===== src/rtl/counter_bank.sv =====
// counter_bank: multi-channel loadable wrap/saturate counters with registered read-back; define COUNTER_BANK_SNAP_EN for snapshot reads
module counter_bank #(
  parameter int NUM_CH = 4,
  parameter int WIDTH = 32,
  parameter int CH_AW = 2
) (
  input  logic              clk,
  input  logic              rst,
  input  logic              clken,
  input  logic [NUM_CH-1:0] ch_en,
  input  logic [NUM_CH-1:0] mode,
  input  logic              cfg_wr,
  input  logic              cfg_sel,
  input  logic [CH_AW-1:0]  cfg_ch,
  input  logic [WIDTH-1:0]  cfg_data,
  input  logic              rd_en,
  input  logic [CH_AW-1:0]  rd_ch,
`ifdef COUNTER_BANK_SNAP_EN
  input  logic              snap,
`endif
  output logic [WIDTH-1:0]  rd_data,
  output logic              rd_vld,
  output logic [NUM_CH-1:0] tc_pulse,
  output logic [NUM_CH-1:0] sat,
  output logic [WIDTH-1:0]  cnt_or
);
  logic [WIDTH-1:0] cnt [NUM_CH];
  logic [WIDTH-1:0] lim [NUM_CH];
`ifdef COUNTER_BANK_SNAP_EN
  logic [WIDTH-1:0] shd [NUM_CH];
`endif
  logic [WIDTH-1:0] rd_val;
  logic [WIDTH-1:0] or_all;
  logic [NUM_CH-1:0] wr_hit;
  always_comb begin
    rd_val = '0;
    or_all = '0;
    wr_hit = '0;
    for (int i = 0; i < NUM_CH; i++) begin
      wr_hit[i] = cfg_wr && cfg_ch == CH_AW'(i);
      or_all = or_all | cnt[i];
`ifdef COUNTER_BANK_SNAP_EN
      rd_val = rd_ch == CH_AW'(i) ? shd[i] : rd_val;
`else
      rd_val = rd_ch == CH_AW'(i) ? cnt[i] : rd_val;
`endif
    end
  end
  always_ff @(posedge clk) begin
    if (rst) begin
      for (int i = 0; i < NUM_CH; i++) begin
        cnt[i] <= '0;
        lim[i] <= '1;
`ifdef COUNTER_BANK_SNAP_EN
        shd[i] <= '0;
`endif
      end
      sat <= '0;
      tc_pulse <= '0;
      rd_data <= '0;
      rd_vld <= 1'b0;
      cnt_or <= '0;
    end else begin
      for (int i = 0; i < NUM_CH; i++) begin
        tc_pulse[i] <= 1'b0;
`ifdef COUNTER_BANK_SNAP_EN
        if (snap) shd[i] <= cnt[i];
`endif
        if (wr_hit[i]) begin
          if (cfg_sel) lim[i] <= cfg_data;
          else cnt[i] <= cfg_data;
          sat[i] <= 1'b0;
        end else if (clken && ch_en[i]) begin
          if (cnt[i] != lim[i]) cnt[i] <= cnt[i] + WIDTH'(1);
          else if (!mode[i]) begin
            cnt[i] <= '0;
            tc_pulse[i] <= 1'b1;
          end else if (!sat[i]) begin
            sat[i] <= 1'b1;
            tc_pulse[i] <= 1'b1;
          end
        end
      end
      rd_vld <= rd_en;
      rd_data <= rd_en ? rd_val : '0;
      cnt_or <= or_all;
    end
  end
endmodule

===== config.mk =====
export PLATFORM = sky130hd
export DESIGN_NAME = counter_bank
export DESIGN_NICKNAME = d
export VERILOG_FILES = /design/src/rtl/counter_bank.sv
export SDC_FILE = /design/constraint.sdc
export NUM_CORES = 1
export LEC_CHECK = 0
export ABC_AREA = 1
export ABC_CLOCK_PERIOD_IN_PS = 8650
export CAP_MARGIN = 20
export CELL_PAD_IN_SITES_DETAIL_PLACEMENT = 0
export CELL_PAD_IN_SITES_GLOBAL_PLACEMENT = 1
export CORE_MARGIN = 8
export CORE_UTILIZATION = 49
export DETAILED_ROUTE_END_ITERATION = 10
export GPL_ROUTABILITY_DRIVEN = 0
export HOLD_SLACK_MARGIN = 0.02
export PLACE_DENSITY = 0.95
export SYNTH_ARGS = -nofsm -noshare
export SYNTH_HDL_FRONTEND = slang
export SYNTH_SLANG_ARGS = --single-unit
export TNS_END_PERCENT = 100

===== constraint.sdc =====
create_clock -name clk -period 8.65 [get_ports clk]
set_input_delay 1.73 -clock clk [delete_from_list [all_inputs] [get_ports clk]]
set_output_delay 1.73 -clock clk [all_outputs]
set_load 0.05 [all_outputs]

==> results.md <==
- Worst Hold Depth: 1
- Most frequent cells in the layout: 735 x nand2_1, 267 x inv_1, 256 x edfxtp_1
- Seq pwr share: 46.9%
- Syn. warnings: 0
- Die area: 0.04505 sq mm
- Outcome: complete, no violations
- Clock Latency Late Sink: 0.55 ns
- Hold Crit Class: flop to flop
- Commonest non-fill, non-tap cell in the layout: nand2_1
- Total core area: 0.03838 sq mm
- Largest fanout on the critical path: 35
- CTS clk-pin slew, worst paths: 0.06 ns
- Crit start category: primary input
- Final Setup Violations: 0
- Fin crit share: 54.29%
- Final #Nets: 2,485
- DR vias: 17,256
- Synth Instances: 2,347
- Sinks on Clock Net: 329
- Max-cap violation count: 0
- Fraction of layout cells with a size suffix above 1: 5.287%
- Post-cts gate resize count: 0
- Clock power share: 39.0%
- DP HPWL: 49,290 um
- Die X-Extent: 212.3 um
- Port bufs: 122
- Tot GR Track Use: 28.67%
- GR Overflow Total: 0
- Pwr/cell area: 191.7 mW/mm^2
- Max frequency: 213.0 MHz
- Seq/Total Area, Yosys: 48.48%
- Initial antenna violation count: 1
- Worst Path Arrival: 4.95 ns
- Peak supply drop: 0.1896 mV
- Vias/cell: 5.796
- CTS Root Cell: clkbuf_16
- Largest net degree at the start of global routing: 39
- Die H: 212.3 um
- Setup TNS: 0 ns
- Vias in the first global route: 16,191
- N_diodes: 0
- Switch Pwr: 1.164 mW
- Worst-Margin Slew: 1.036 ns
- Pre-antenna DRT Iters: 8
- Hold buffer count at cts: 0
- Clock period minus worst slack: 4.696 ns
- Synthesized cell area: 0.01887 sq mm
- CTS tree: yes
- CP Capture Type: flop
- IO Pins: 123
- Initial Util: 49.18%
- Critical Path RT: 8.91 ns
- Worst Skew: 0.02778 ns
- Sw Share: 28.08%
- WL final: 65,950 um
- P_int: 2.982 mW
- Synth Register Bits: 329
- Clk buf depth: 3
- Synthesis-to-finish area growth: 14.58%
- R2r worst-path depth: 11
- Wirelength per Cell: 22.15 um
- Crit path kind: primary input to flop
- Finished Core Util: 56.35%
- DRC viols: 0
- Met2 GRT Util: 43.07%
- Layer with the highest usage: met2
- Met3 Use GR: 8.505%
- Synth unique cells: 42
- Post-CTS setup buffer count: 0
- Fin. Hold Viols: 0
- Leak pwr: 8.508 nW
- RSZ-0062 raised after global routing: false
- DRT antenna net count: 0
- Num CTS Buffers: 37
- Slew Viols, Final: 0
- Detailed Route Iter0 Violations: 2,351
- Cell row count: 72
- Mean Syn Cell Area: 8.041 sq um
- First-pass GRT wire length: 98,040 um
- Combinational share of power: 14.1%
- Area post-placement: 0.02037 sq mm
- Worst relative slew slack: 30.53%
- Fin area: 0.02163 sq mm
- Net Count, Synth: 2,401
- H-tree Lvls: 2
- Global Route met1 Usage: 38.41%
-- power by group through the flow --
stage               Sequential [mW]  Combinational, mW  Clock, mW
floorplan                      1.99              0.329          0
global placement               1.97              0.560          0
detailed placement             1.97              0.569          0
CTS                            1.94              0.573       1.62
global route                   1.96              0.625       1.68
finish                         1.95              0.584       1.62
-- cell type report --
cell class	count	area [sq um]
fill	3497	16750
clock buffer	52	1109
timing repair buffer	139	1351
inverter	282	1059
multi-input combinational	1642	8180
clock inverter	15	130.1
sequential	329	9149
tap	518	648.1
-- cells in the mapped netlist --
cell type / count / area [sq um]
nand2_1: 735 / 2759
inv_1: 267 / 1002
o21ai_0: 94 / 470.5
o21bai_1: 1 / 7.510
o221ai_1: 4 / 35.03
dfxtp_1: 73 / 1461
buf_6: 9 / 101.4
a41oi_1: 20 / 175.2
nor3_2: 2 / 20.02
inv_2: 13 / 48.80
nor2_4: 5 / 56.30
nor2_2: 12 / 75.07
or2_2: 1 / 6.260
nand2_4: 4 / 45.04
nand3_1: 147 / 735.7
clkbuf_1: 27 / 101.4
xor2_1: 68 / 595.6
clkinv_1: 2 / 7.510
o211ai_1: 6 / 45.04
a211oi_1: 2 / 15.01
a21oi_4: 2 / 32.53
and3_1: 3 / 18.77
ha_1: 4 / 50.05
o31ai_1: 2 / 15.01
a21oi_2: 1 / 8.760
xnor2_1: 116 / 1016
nor3_4: 2 / 32.53
edfxtp_1: 256 / 7687
buf_1: 1 / 3.750
nor3b_1: 1 / 7.510
buf_2: 44 / 220.2
o21ai_1: 4 / 20.02
nand3b_1: 2 / 15.01
o22ai_1: 24 / 150.1
nor2_1: 209 / 784.5
nand4_1: 59 / 369.1
nor3_1: 49 / 245.2
nand3_2: 3 / 30.03
buf_4: 13 / 97.59
a31oi_1: 1 / 6.260
nand2_2: 3 / 18.77
a21oi_1: 56 / 280.3
-- per-layer routing --
layer	vias to the layer above	routed length, um
met2	1161	28380
met1	8097	25660
met3	175	9037
li1	7821	-
met5	-	13
met4	2	2853
-- worst paths after layout --
path	start	slack, ns	endpoint
worst max register to register	cnt[0][29]$_SDFFCE_PP0P_	4.77	cnt[0][14]$_SDFFCE_PP0P_
worst min-delay path	sat[0]$_SDFFE_PP0P_	0.51	tc_pulse[0]$_SDFF_PP0_
worst max-delay path	cfg_wr	3.95	cnt[0][14]$_SDFFCE_PP0P_
worst min register to register	sat[0]$_SDFFE_PP0P_	0.51	tc_pulse[0]$_SDFF_PP0_
-- worst max-delay path, cell delays in order --
cell	delay (ns)
clkdlybuf4s50_1	0.52
inv_1	0.08
nor3_1	0.22
nor2_1	0.12
nand3_1	0.19
inv_2	0.32
a21oi_4	0.69
nand3_1	0.61
buf_4	0.45
-- flip-flops by register name, indices dropped and copies added, names as in the netlist --
name / cells
cnt: 128
cnt_or: 32
lim: 128
rd_data: 32
rd_vld: 1
sat: 4
tc_pulse: 4
-- cell families (layout without fill, tap and decap cells) --
| family | after synthesis | count (layout) | synth area share [%] |
|---|---|---|---|
| simple gates | 1237 | 1237 | 27.65 |
| fa+ha+maj | 4 | 4 | 0.2652 |
| flops | 329 | 329 | 48.48 |
| compound gates | 217 | 217 | 6.683 |
| buf+inv | 376 | 488 | 8.386 |
| xor+xnor | 184 | 184 | 8.539 |
-- stage by stage --
stage	hold WS, ns	total power [mW]	instances	setup slack, ns
after floorplan	0.5517	2.323	2347	4.478
after global routing	0.5461	4.258	2977	3.690
after global placement	0.4815	2.529	2909	3.630
after CTS	0.5053	4.135	2976	4.046
after detailed placement	0.4879	2.543	2909	3.526
final	0.5089	4.146	2977	3.954
No activity file was read; power rests on OpenSTA's default activity.
